===== src/rtl/mc_dispatch_ctrl.sv =====
// Monte-Carlo batch scheduler: deals path samples round-robin to CORE_NUM pricing
// cores and averages their payoffs over 2^BATCH_LOG2 paths into one price.
module mc_dispatch_ctrl #(
  parameter int CORE_NUM   = 4,
  parameter int DW         = 12,
  parameter int BATCH_LOG2 = 8
) (
  input  logic                   clk,
  input  logic                   rst,
  input  logic                   start,
  input  logic [DW-1:0]          K,
  input  logic                   path_valid,
  input  logic [DW-1:0]          path,
  output logic                   path_ready,
  output logic [CORE_NUM-1:0]    core_path_valid,
  output logic [DW-1:0]          core_path,
  output logic [DW-1:0]          core_K,
  input  logic [CORE_NUM-1:0]    core_ready,
  input  logic [CORE_NUM-1:0]    core_res_valid,
  input  logic [CORE_NUM*DW-1:0] core_res_price,
  output logic [DW-1:0]          price,
  output logic                   price_valid,
  output logic                   busy
);
  localparam int PW    = $clog2(CORE_NUM);
  localparam int CNT_W = BATCH_LOG2 + 1;
  localparam int ACC_W = DW + BATCH_LOG2;
  localparam logic [CNT_W-1:0] TOTAL = CNT_W'(1) << BATCH_LOG2;

  typedef enum logic [1:0] {IDLE, RUN, DRAIN, DONE} state_t;
  state_t state, state_nxt;

  logic [PW-1:0]    ptr;
  logic [CNT_W-1:0] sent, recv, sent_nxt, recv_nxt, res_cnt;
  logic [ACC_W-1:0] acc, acc_nxt, res_sum;
  logic             xfer, collect;

  function automatic logic [DW-1:0] avg_trunc(input logic [ACC_W-1:0] a);
    return a[ACC_W-1:BATCH_LOG2];
  endfunction

  assign xfer    = path_valid && path_ready;
  assign collect = (state == RUN) || (state == DRAIN);

  // Several cores may report in the same cycle; all of them are summed at once.
  always_comb begin
    res_sum = '0;
    res_cnt = '0;
    for (int i = 0; i < CORE_NUM; i++) begin
      if (core_res_valid[i]) begin
        res_sum = res_sum + ACC_W'(core_res_price[i*DW +: DW]);
        res_cnt = res_cnt + CNT_W'(1);
      end
    end
  end

  always_comb begin
    sent_nxt = sent + CNT_W'(xfer);
    recv_nxt = collect ? recv + res_cnt : recv;
    acc_nxt  = collect ? acc + res_sum : acc;
  end

  always_ff @(posedge clk) begin
    if (rst) state <= IDLE;
    else     state <= state_nxt;
  end

  // Completion tests use the post-edge counts so the last result is included.
  always_comb begin
    state_nxt = state;
    case (state)
      IDLE:    if (start) state_nxt = RUN;
      RUN:     if (sent_nxt == TOTAL) state_nxt = (recv_nxt == TOTAL) ? DONE : DRAIN;
      DRAIN:   if (recv_nxt == TOTAL) state_nxt = DONE;
      DONE:    state_nxt = IDLE;
      default: state_nxt = IDLE;
    endcase
  end

  always_comb begin
    path_ready  = (state == RUN) && core_ready[ptr] && (sent < TOTAL);
    busy        = collect;
    price_valid = (state == DONE);
  end

  always_ff @(posedge clk) begin
    if (rst) begin
      ptr             <= '0;
      sent            <= '0;
      recv            <= '0;
      acc             <= '0;
      core_path_valid <= '0;
      core_path       <= '0;
      core_K          <= '0;
      price           <= '0;
    end else begin
      core_path_valid <= '0;
      if (state == IDLE && start) begin
        core_K <= K;
        ptr    <= '0;
        sent   <= '0;
        recv   <= '0;
        acc    <= '0;
      end else begin
        sent <= sent_nxt;
        recv <= recv_nxt;
        acc  <= acc_nxt;
      end
      // Dispatch stage: strobe the core the pointer named at the accepting edge.
      if (xfer) begin
        core_path_valid <= CORE_NUM'(1) << ptr;
        core_path       <= path;
        ptr             <= ptr + PW'(1);
      end
      if (state_nxt == DONE) price <= avg_trunc(acc_nxt);
    end
  end

endmodule

===== config.mk =====
export PLATFORM = sky130hd
export DESIGN_NAME = mc_dispatch_ctrl
export DESIGN_NICKNAME = d
export VERILOG_FILES = /design/src/rtl/mc_dispatch_ctrl.sv
export SDC_FILE = /design/constraint.sdc
export NUM_CORES = 1
export LEC_CHECK = 0
export CAP_MARGIN = 20
export CORE_ASPECT_RATIO = 0.9
export CORE_UTILIZATION = 45
export CTS_CLUSTER_SIZE = 25
export DETAILED_ROUTE_END_ITERATION = 8
export PLACE_DENSITY = 0.71
export SYNTH_ARGS = -nofsm -noshare
export SYNTH_HDL_FRONTEND = slang
export SYNTH_SLANG_ARGS = --single-unit
export TNS_END_PERCENT = 30

===== constraint.sdc =====
create_clock -name clk -period 10.35 [get_ports clk]
set_clock_uncertainty 0.05 [all_clocks]
set_input_delay 3.105 -clock clk [delete_from_list [all_inputs] [get_ports clk]]
set_output_delay 3.105 -clock clk [all_outputs]
set_load 0.005 [all_outputs]

======== Yosys cells after proc, flatten, opt, wreduce, memory -nomap -nowiden ========
Cells that the tools add are included.
cells by class
  magnitude comparators ................... 2
  reductions and logical operators ........ 9
  shift-type cells ........................ 1
  equal/unequal tests ..................... 6
  mux-type cells .......................... 19
  add/sub/neg operators ................... 10
  bitwise logic cells ..................... 1
operators with widths
  kind                                                 number
  2-to-1 mux 20 bit                                    4
  adder 20 x 12 -> 20 bit                              3
  2-to-1 mux 9 bit                                     4
  adder 9 x 1 -> 9 bit (second input constant)         3
  adder 20 bit                                         1
  == test 9 bit (second input constant)                2
  2-to-1 mux 12 bit                                    1
  2-to-1 mux 2 bit                                     5
  adder 9 x 1 -> 9 bit                                 1
  adder 9 bit                                          1
  < comparator 9 bit (second input constant)           1
  case mux 2 bit (4 select lines)                      1
  == test 2 bit (second input constant)                3
  logical AND 1 bit                                    4
  OR reduction 2 bit                                   2
  left shift 1 x 2 -> 4 bit (first input constant)     1
  < comparator 2 x 3 -> 1 bit (second input constant)  1
  2-to-1 mux 1 bit                                     3
  adder 2 x 1 -> 2 bit (second input constant)         1
  binary-select mux 1 bit (select 2 bit)               1
  == test 2 x 1 -> 1 bit (second input constant)       1
  logical NOT 2 bit                                    1
  nonzero test 2 bit                                   1
  logical OR 1 bit                                     1
  NOT 1 bit                                            1
storage, ports and cells
  word-level logic and storage cells ...... 58
  bits in registers ....................... 82

======== Longest topological paths before layout ========
Gate-level depths: netlist of run 1.
  depth after elaboration ................. 14
  mapped depth ............................ 34
  gate-level depth less buffers ........... 32

======== Worst setup path before layout of run 1 ========
OpenSTA, ideal clock, no wires.
  path kind ............................... input-to-reg
  start ................................... input port core_res_valid[0]
  end ..................................... register price[8]
  slack ................................... 0.886 ns
  arrival ................................. 9.274 ns
  path buffers ............................ 2
  stages .................................. 31
  cells stage by stage .................... clkbuf_1 clkbuf_1 nand2_1 inv_1 fa_1 maj3_1 a22oi_1 o21ai_0 nor2_1 xnor2_1 mux2_2 ha_1 nor3_1 or3_1 xnor2_1 mux2_2 ha_1 and3_1 a31o_2 o41a_1 a31oi_1 mux2_2 o21ai_1 ha_1 a21o_1 nor3_1 nand3_1 a31oi_1 nor2_1 xnor2_1 a211oi_2
between the ends
  longest elaborated chain between the ends .. 14
ends and longest elaborated chain
  item                             line    source
  from (decl)                      19      input logic [CORE_NUM-1:0] core_res_valid,
  2-to-1 mux 1 bit                 50      if (core_res_valid[i]) begin
  adder 9 x 1 -> 9 bit             52      res_cnt = res_cnt + CNT_W'(1);
  2-to-1 mux 9 bit                 50
  adder 9 x 1 -> 9 bit             52
  2-to-1 mux 9 bit                 50
  adder 9 x 1 -> 9 bit             52
  2-to-1 mux 9 bit                 50
  adder 9 bit                      59      recv_nxt = collect ? recv + res_cnt : recv;
  2-to-1 mux 9 bit                 59
  == test 9 bit                    73, 74
  2-to-1 mux 1 bit                 73      RUN: if (sent_nxt == TOTAL) state_nxt = (recv_nxt == TOTAL) ? DONE : DRAIN;
  2-to-1 mux 2 bit                 73
  case mux 2 bit (4 select lines)  71      case (state)
  == test 2 bit                    115     if (state_nxt == DONE) price <= avg_trunc(acc_nxt);
  to (signal assigned)             115
  to (decl)                        21      output logic [DW-1:0] price,
Parallel ways exist; a longest one is shown, timed or not.
A chain may end at the register's enable or synchronous reset.

======== Worst setup path after layout of run 1 ========
  start ................................... input port core_res_valid[0]
  end ..................................... register price[9]
The elaborated chain is that of the path after synthesis.

==> impl_metrics.json, run 1 <==
{
  "synth-async-reset-ratio_pct": 0,
  "critPathRequiredTime_ns": 10.51,
  "fp.dieW_um": 128.4,
  "insertion_delay_ns": 0.34,
  "post-route-period-util_pct": 94.71,
  "port_buffers": 126,
  "drive_above_1_share_pct": 7.283,
  "yosysMostFrequentCell": "nand2_1",
  "synthFlopType": "dfxtp_1",
  "rr_worst_depth": 15,
  "dp_hpwl_um": 11760,
  "netlist_area_um2": 6471,
  "worstSetupStartpointType": "input port",
  "ys_seq_area_share_pct": 25.37,
  "final.setup.tns_ns": 0,
  "cp.arrival_ns": 9.97,
  "hold_viol": 0,
  "p_leak_nw": 3.279,
  "status": "completed",
  "wirelength_um": 15240,
  "coreArea_um2": 14000,
  "yosysTopAreaCell": "dfxtp_1",
  "cts_sinks": 82,
  "drc": 0,
  "ant_nets": 0,
  "r2r_slack_ns": 5.36,
  "maxSlewViolCount": 0,
  "cts_root_buffer": "clkbuf_16",
  "fin_crit_ns": 9.802,
  "clock.fmax_mhz": 102.0,
  "grt-ovfl-total": 0,
  "final_nets": 1070,
  "ys_warn_count": 0,
  "fp-row-count": 41,
  "grt_max_degree": 46,
  "drt_iter0_markers": 297,
  "r2r-start": "ptr[0]",
  "reg2reg_to": "price[5]",
  "crit_fanout": 5,
  "die_h_um": 115.8,
  "rsz0062_at_grt": "no",
  "path_clk_slew_ns": 0.07,
  "antennaDiodeCount": 0,
  "pin_count": 127,
  "cts_buffers": 9,
  "synth_enable_flop_cells": 0,
  "fp.dieArea_um2": 14860,
  "vias": 5878,
  "critPathSlowestCell": "clkdlybuf4s50_1",
  "cts_tree": "yes",
  "worstHoldEndpoint": "core_path[11]",
  "worst_pin_slew_ns": 0.8664,
  "grt_first_pass_wirelength_um": 24990,
  "post_cts.repair.setup_buffers": 0,
  "grtUsageTotal_pct": 20.78,
  "max_stage_delay_ns": 0.45,
  "htree_num_levels": 3,
  "area_growth_pct": 26.43,
  "p_per_area_nw_per_um2": 140.1,
  "postLayoutCellArea_um2": 8182,
  "globalplace.congestion": 0.9055,
  "synth.avg_cell_area_um2": 8.059,
  "start_util_pct": 46.21,
  "setup_violations": 0,
  "yosys-top-cells-area": "dfxtp_1 (25%), ha_1 (13%), a21oi_1 (5.8%)",
  "endpoint_kind": "register",
  "synth_commonest_cells": "nand2_1 (95), dfxtp_1 (82), nor2_1 (80)",
  "cpMostUsedCell": "ha_1",
  "place_area_um2": 7870,
  "worstHoldPathType": "reg2reg",
  "vias_per_cell": 5.281,
  "max_slew_margin_pct": 42.06,
  "synth_top_area_share_pct": 25.37,
  "ys_ff_latch": 82,
  "maxCapViolCount": 0,
  "synth_fp_nets": 958,
  "drt-wirelength-per-cell_um": 13.69,
  "clk_path_buf_depth": 2,
  "synth_cell_type_count": 74,
  "syn_inst": 803,
  "critPathKind": "in2reg",
  "grt_antenna_before_repair": 0,
  "first_global_vias": 5398,
  "ir_drop_v": 0.0001107,
  "hold_depth": 2,
  "hp-start": "core_path[11]",
  "firstDrtPassIters": 5
}
-- routing by layer --
metal	routed length [um]	track usage (%)	up-vias
met1	7675	28.86	2685
met2	6880	33.23	82
li1	-	-	3102
met5	0	0	-
met3	575	3.832	9
met4	107	5.176	0
-- cell families (layout without fill, tap and decap cells) --
group,Yosys count,count (layout),share of synthesized area (%)
AO/OA/AOI/OAI,211,211,22.02
XOR/XNOR,58,58,7.850
adder cells (fa/ha/maj),72,72,14.46
buffers and inverters,63,180,4.099
flip-flops,82,82,25.37
multiplexers,35,35,5.936
other,1,1,0.05795
AND/OR/NAND/NOR,281,281,20.21
-- layout by cell type, fill, tap and decap left out, types with 6 or more instances in the layout --
master | Yosys | layout
o21ai_0 | 31 | 31
nor2_1 | 80 | 80
nor3_1 | 21 | 21
mux2i_1 | 17 | 17
nand2b_1 | 8 | 8
a21oi_1 | 75 | 75
ha_1 | 66 | 66
nand3_1 | 22 | 22
nor2b_1 | 10 | 10
inv_1 | 30 | 30
nand2_1 | 95 | 95
dfxtp_1 | 82 | 82
clkbuf_16 | 0 | 9
a21o_1 | 14 | 14
o21a_1 | 9 | 9
xnor2_1 | 42 | 42
a211oi_2 | 8 | 8
clkdlybuf4s50_1 | 0 | 126
xor2_1 | 16 | 16
a211oi_1 | 14 | 14
buf_4 | 3 | 6
and2_1 | 9 | 9
a31oi_1 | 8 | 7
mux2_2 | 17 | 17
-- metrics by stage --
stage	worst slack (ns)	hold WS (ns)	power, W	std cells	util, %
floorplan	0.8857	0.4027	0.0007153	803	-
global placement	0.2625	0.3914	0.0008305	1096	56.20
detailed placement	0.1455	0.3966	0.0008342	1096	56.20
CTS	0.4891	0.4067	0.001154	1112	58.30
global route	0.004672	0.4168	0.001232	1113	58.42
finish	0.5478	0.4039	0.001146	1113	58.42
-- worst max-delay path by stage --
stage	endpoint	slack, ns	from
after global routing	price[9]	0.005	core_res_valid[0]
after global placement	price[10]	0.26	core_res_valid[0]
after detailed placement	price[8]	0.15	core_res_valid[0]
after CTS	price[8]	0.49	core_res_valid[0]
after floorplan	price[8]	0.89	core_res_valid[0]
final	price[9]	0.55	core_res_valid[0]
-- worst max-delay path, delay by kind of cell --
family                     cells  cell delay [ns]
xor gates and xnor gates       4             0.46
muxes                          3             0.81
adders and majority gates      6             1.93
buffers and inverters          1             0.45
AOI/OAI and AO/OA              8             1.67
and+or+nand+nor                8             1.52
-- state kept, by name, indices dropped and copies added (netlist names) --
signal	flops
acc	20
core_K	12
core_path	12
core_path_valid	4
price	12
ptr	2
recv	9
sent	9
state	2
-- report_power, final --
| part | switching (W) | internal [W] |
|---|---|---|
| Combinational | 0.000256 | 0.000235 |
| Clock | 0.000146 | 0.000170 |
| Sequential | 0.00000927 | 0.000330 |
-- layout make-up --
type,instances,area (um^2)
fill,1280,5823
clock inverter,7,68.82
tap,193,241.5
clock buffer,9,225.2
inverter,31,116.4
timing repair buffer,133,1318
sequential,82,1642
multi-input combinational,658,4571
-- timing repair --
item | CTS | global route
gates resized for setup | 0 | 2
endpoints found under the setup margin | 0 | 4
hold endpoints to repair | 0 | 0
hold buffers | 0 | 0
Note: power is estimated with default switching activity, not from simulation.
==> inputs of run 2 (changes only) <==
--- a/config.mk
+++ b/config.mk
@@ -11,6 +11,7 @@
 export CTS_CLUSTER_SIZE = 25
 export DETAILED_ROUTE_END_ITERATION = 8
 export PLACE_DENSITY = 0.71
+export SLEW_MARGIN = 20
 export SYNTH_ARGS = -nofsm -noshare
 export SYNTH_HDL_FRONTEND = slang
 export SYNTH_SLANG_ARGS = --single-unit
==> impl_metrics.json, run 2 (synthesis results as in run 1) <==
{
  "max_stage_delay_ns": 0.45,
  "fp.dieW_um": 128.4,
  "path_buf_inv": 1,
  "fp-row-count": 41,
  "coreArea_um2": 14000,
  "htree_num_levels": 3,
  "hold_viol": 0,
  "fillers": 1283,
  "p_leak_nw": 3.275,
  "power.total_w": 0.001146,
  "cts_root_buffer": "clkbuf_16",
  "critPathKind": "in2reg",
  "critPathTopFamily": "adder cells",
  "critPathSlowestCell": "clkdlybuf4s50_1",
  "fp.dieArea_um2": 14860,
  "setup_violations": 0,
  "post-route-period-util_pct": 94.56,
  "drc": 0,
  "seq_area_um2": 1642,
  "first_global_vias": 5398,
  "endpoint_kind": "register",
  "insertion_delay_ns": 0.34,
  "largest_register_ffs": 20,
  "rr_worst_depth": 14,
  "area_growth_pct": 26.37,
  "port_buffers": 126,
  "rsz0062_at_grt": "no",
  "top_register": "acc",
  "reg2reg_to": "price[5]",
  "post_cts.repair.setup_buffers": 0,
  "ant_nets": 0,
  "firstDrtPassIters": 6,
  "wirelength_um": 15270,
  "worstHoldEndpoint": "core_K[8]",
  "power.switching_w": 0.0004111,
  "maxCapViolCount": 0,
  "p_per_area_nw_per_um2": 140.1,
  "pwr-share-comb_pct": 42.9,
  "clk_path_buf_depth": 2,
  "max_slew_margin_pct": 42.46,
  "r2r_slack_ns": 5.13,
  "cp.arrival_ns": 9.94,
  "globalplace.congestion": 0.9055,
  "worstSetupStartpointType": "input port",
  "pin_count": 127,
  "p_seq_share_pct": 29.6,
  "vias_per_cell": 5.290,
  "drive_above_1_share_pct": 7.399,
  "cts_sinks": 82,
  "vias": 5883,
  "final_nets": 1069,
  "worst_pin_slew_ns": 0.8604,
  "fin_crit_ns": 9.787,
  "antennaDiodeCount": 0,
  "mostFrequentLayoutCells": "clkdlybuf4s50_1 (126), nand2_1 (95), dfxtp_1 (82), nor2_1 (79), a21oi_1 (75)",
  "path_clk_slew_ns": 0.07,
  "cts_buffers": 9,
  "worstHoldPathType": "reg2reg",
  "cpMostUsedCell": "ha_1",
  "clock.fmax_mhz": 102.2,
  "start_util_pct": 46.21,
  "hold_buffers": 0,
  "grt_antenna_before_repair": 0,
  "ir_drop_v": 0.0001109,
  "grtUsageTotal_pct": 20.78,
  "grt-ovfl-total": 0,
  "grt_first_pass_wirelength_um": 24990,
  "cts_tree": "yes",
  "multi_input_area_um2": 4578,
  "final_common_cell": "clkdlybuf4s50_1",
  "maxSlewViolCount": 0,
  "r2r-start": "ptr[0]",
  "drt-wirelength-per-cell_um": 13.73,
  "hold_depth": 2,
  "final.setup.tns_ns": 0,
  "critPathRequiredTime_ns": 10.51,
  "status": "completed",
  "power_frac_clock_pct": 27.5,
  "dp_hpwl_um": 11760,
  "switching_share_pct": 35.87,
  "crit_fanout": 5,
  "grt_max_degree": 46,
  "hp-start": "core_K[8]",
  "drt_iter0_markers": 291,
  "p_int_w": 0.0007348,
  "die_h_um": 115.8
}
[run 2: cell type report]
type	instances	share of cell area, %
Clock inverter	7	0.8415
Tap cell	193	2.953
Timing Repair Buffer	132	15.97
Multi-Input combinational cell	658	55.98
Clock buffer	9	2.754
Inverter	31	1.423
Sequential cell	82	20.07
[run 2: worst max-delay path by stage]
stage | slack (ns) | endpoint | startpoint | depth (start not counted)
floorplan | 0.89 | price[8] | core_res_valid[0] | 31
global placement | 0.26 | price[10] | core_res_valid[0] | 31
detailed placement | 0.15 | price[8] | core_res_valid[0] | 31
CTS | 0.49 | price[8] | core_res_valid[0] | 31
global route | 0.11 | price[9] | core_res_valid[0] | 30
finish | 0.56 | price[9] | core_res_valid[0] | 30
[run 2: through the flow]
stage	setup WS, ns	std cells	util (%)	hold slack [ns]	area [um^2]
after global placement	0.2625	1096	56.20	0.3914	7870
after CTS	0.4891	1112	58.30	0.4067	8164
after floorplan	0.8857	803	-	0.4027	6471
final	0.5634	1112	58.39	0.4028	8178
after detailed placement	0.1455	1096	56.20	0.3966	7870
after global routing	0.1069	1112	58.39	0.4168	8178
[run 2: power by group through the flow]
stage | Sequential (W) | Combinational, W | Clock, W
floorplan | 0.000345 | 0.000370 | 0
global placement | 0.000346 | 0.000484 | 0
detailed placement | 0.000347 | 0.000488 | 0
CTS | 0.000340 | 0.000491 | 0.000323
global route | 0.000341 | 0.000550 | 0.000340
finish | 0.000340 | 0.000491 | 0.000315
[run 2: worst min-delay path, stage by stage (launching register included)]
cell and delay [ns]:
dfxtp_1 0.31, nand2_1 0.05, a21oi_1 0.05
[run 2: per-layer routing]
metal	part of all wire, %	GRT usage [%]	up-vias
li1	-	-	3099
met1	50	28.86	2696
met2	45	33.23	76
met3	3.5	3.832	12
met4	0.84	5.176	0
met5	0	0	-
[run 2: timing repair]
item                                    4_1_cts  5_1_grt
endpoints found under the hold margin         0        0
endpoints found under the setup margin        0        4
gates resized for setup                       0        3
==> inputs of run 3 (changes only) <==
--- a/config.mk
+++ b/config.mk
@@ -11,6 +11,7 @@
 export CTS_CLUSTER_SIZE = 25
 export DETAILED_ROUTE_END_ITERATION = 8
 export PLACE_DENSITY = 0.71
+export RECOVER_POWER = 100
 export SLEW_MARGIN = 20
 export SYNTH_ARGS = -nofsm -noshare
 export SYNTH_HDL_FRONTEND = slang
==> impl_metrics.json, run 3 (synthesis results as in run 1) <==
{
  "coreArea_um2": 14000,
  "grt_max_degree": 46,
  "largest_register_ffs": 20,
  "p_seq_share_pct": 29.7,
  "first_global_vias": 5398,
  "antennaDiodeCount": 0,
  "drive_above_1_share_pct": 6.638,
  "final_cell_count_no_fill": 1112,
  "startpoint": "core_res_valid[0]",
  "cp.arrival_ns": 9.97,
  "grt_first_pass_wirelength_um": 24990,
  "hp-start": "core_K[8]",
  "met2_usage_pct": 33.23,
  "violations": "capacitance limit, slew limit",
  "gr-usage-met3_pct": 3.832,
  "endpoint_kind": "register",
  "cts_buffers": 9,
  "path_clk_slew_ns": 0.06,
  "firstDrtPassIters": 4,
  "pin_count": 127,
  "busiest_layer": "met2",
  "fp.dieArea_um2": 14860,
  "setup_violations": 0,
  "critPathKind": "in2reg",
  "met1_usage_pct": 28.86,
  "area_growth_pct": 25.93,
  "dp_hpwl_um": 11760,
  "drt-wirelength-per-cell_um": 13.70,
  "insertion_delay_ns": 0.34,
  "grt_antenna_before_repair": 0,
  "maxCapViolCount": 1,
  "worst_pin_slew_ns": 1.907,
  "final_nets": 1069,
  "grt-ovfl-total": 0,
  "final_common_cell": "nand2_1",
  "grtUsageTotal_pct": 20.78,
  "postLayoutCellArea_um2": 8149,
  "p_int_w": 0.0007323,
  "p_per_area_nw_per_um2": 140.3,
  "drt_iter0_markers": 280,
  "critPathSlowestCell": "clkdlybuf4s50_1",
  "rsz0062_at_grt": "no",
  "worstHoldPathType": "reg2reg",
  "worstSetupStartpointType": "input port",
  "crit_fanout": 5,
  "pwr-share-comb_pct": 42.7,
  "drc": 0,
  "fp-row-count": 41,
  "post-route-util_pct": 58.19,
  "status": "complete, but fails checks",
  "max_slew_margin_pct": -27.15,
  "clock.fmax_mhz": 101.9,
  "clk_path_buf_depth": 2,
  "htree_num_levels": 3,
  "cts_root_buffer": "clkbuf_16",
  "max_stage_delay_ns": 0.45,
  "vias": 5889,
  "port_buffers": 126,
  "fp.dieW_um": 128.4,
  "mostFrequentLayoutCells": "nand2_1 (95), dfxtp_1 (82), clkdlybuf4s50_1 (81), nor2_1 (79), a21oi_1 (75)",
  "wirelength_um": 15240,
  "vias_per_cell": 5.296,
  "hold_viol": 0,
  "ant_nets": 0,
  "dp.cells": 1096,
  "power_frac_clock_pct": 27.6,
  "switching_share_pct": 35.93,
  "cpMostUsedCell": "ha_1",
  "r2r-start": "ptr[0]",
  "power.switching_w": 0.0004107,
  "start_util_pct": 46.21,
  "top_register": "acc",
  "post_cts.repair.setup_buffers": 0,
  "post-route-period-util_pct": 94.85,
  "cts_tree": "yes",
  "critPathRequiredTime_ns": 10.50,
  "die_h_um": 115.8,
  "final.setup.tns_ns": 0,
  "maxSlewViolCount": 37,
  "cts_sinks": 82,
  "fin_crit_ns": 9.817,
  "p_leak_nw": 3.405,
  "ir_drop_v": 0.0001107,
  "power.total_w": 0.001143,
  "place_area_um2": 7870,
  "globalplace.congestion": 0.9055
}
==> run 3: cell types whose count changed in the layout (fill, tap and decap cells not counted), moves of 3 or more <==
cell,delta
clkdlybuf4s50_1,-45
and2_1,-3
mux2_1,+3
dlygate4sd3_1,+45
and2_0,+3
mux2_2,-3
==> run 3: cell type report <==
class,instances,area (um^2)
fillers,1291,5856
well taps,193,241.5
repair buffers,132,1303
clock buffers,9,225.2
flip-flops and latches,82,1642
multi-input cells,658,4553
clock inverters,7,68.82
inverters,31,116.4
==> run 3: power by group through the flow <==
stage / combinational (W) / clock (W) / sequential (W)
global route: 0.000548 / 0.000340 / 0.000341
global placement: 0.000484 / 0 / 0.000346
finish: 0.000489 / 0.000315 / 0.000339
floorplan: 0.000370 / 0 / 0.000345
CTS: 0.000491 / 0.000323 / 0.000340
detailed placement: 0.000488 / 0 / 0.000347
==> run 3: worst max-delay path: cells and delay by family <==
kind / cells / cell delay, ns
adder cells (fa/ha/maj): 6 / 2.07
AO/OA/AOI/OAI: 8 / 1.69
AND/OR/NAND/NOR: 10 / 1.44
multiplexers: 3 / 0.74
XOR/XNOR: 3 / 0.47
buffers and inverters: 1 / 0.45
==> run 3: path summary, 6_finish.rpt <==
path	to	slack (ns)	cells past startpoint
min	core_K[8]	0.40	2
min reg2reg	core_K[8]	0.40	2
max reg2reg	price[5]	4.76	14
max	price[8]	0.53	31
==> run 3: per-layer routing <==
layer,routed length (um),up-vias
li1,-,3100
met1,7625,2702
met2,6889,76
met3,603,11
met4,121,0
met5,0,-
==> run 3: repair_timing <==
item	4_1_cts	5_1_grt
resized for setup	0	3
hold buffers	0	0
endpoints found under the setup margin	0	4
==> run 3: through the flow <==
stage / hold WS [ns] / setup slack, ns
finish: 0.4003 / 0.5332
global route: 0.4135 / 0.06670
CTS: 0.4067 / 0.4891
detailed placement: 0.3966 / 0.1455
global placement: 0.3914 / 0.2625
floorplan: 0.4027 / 0.8857
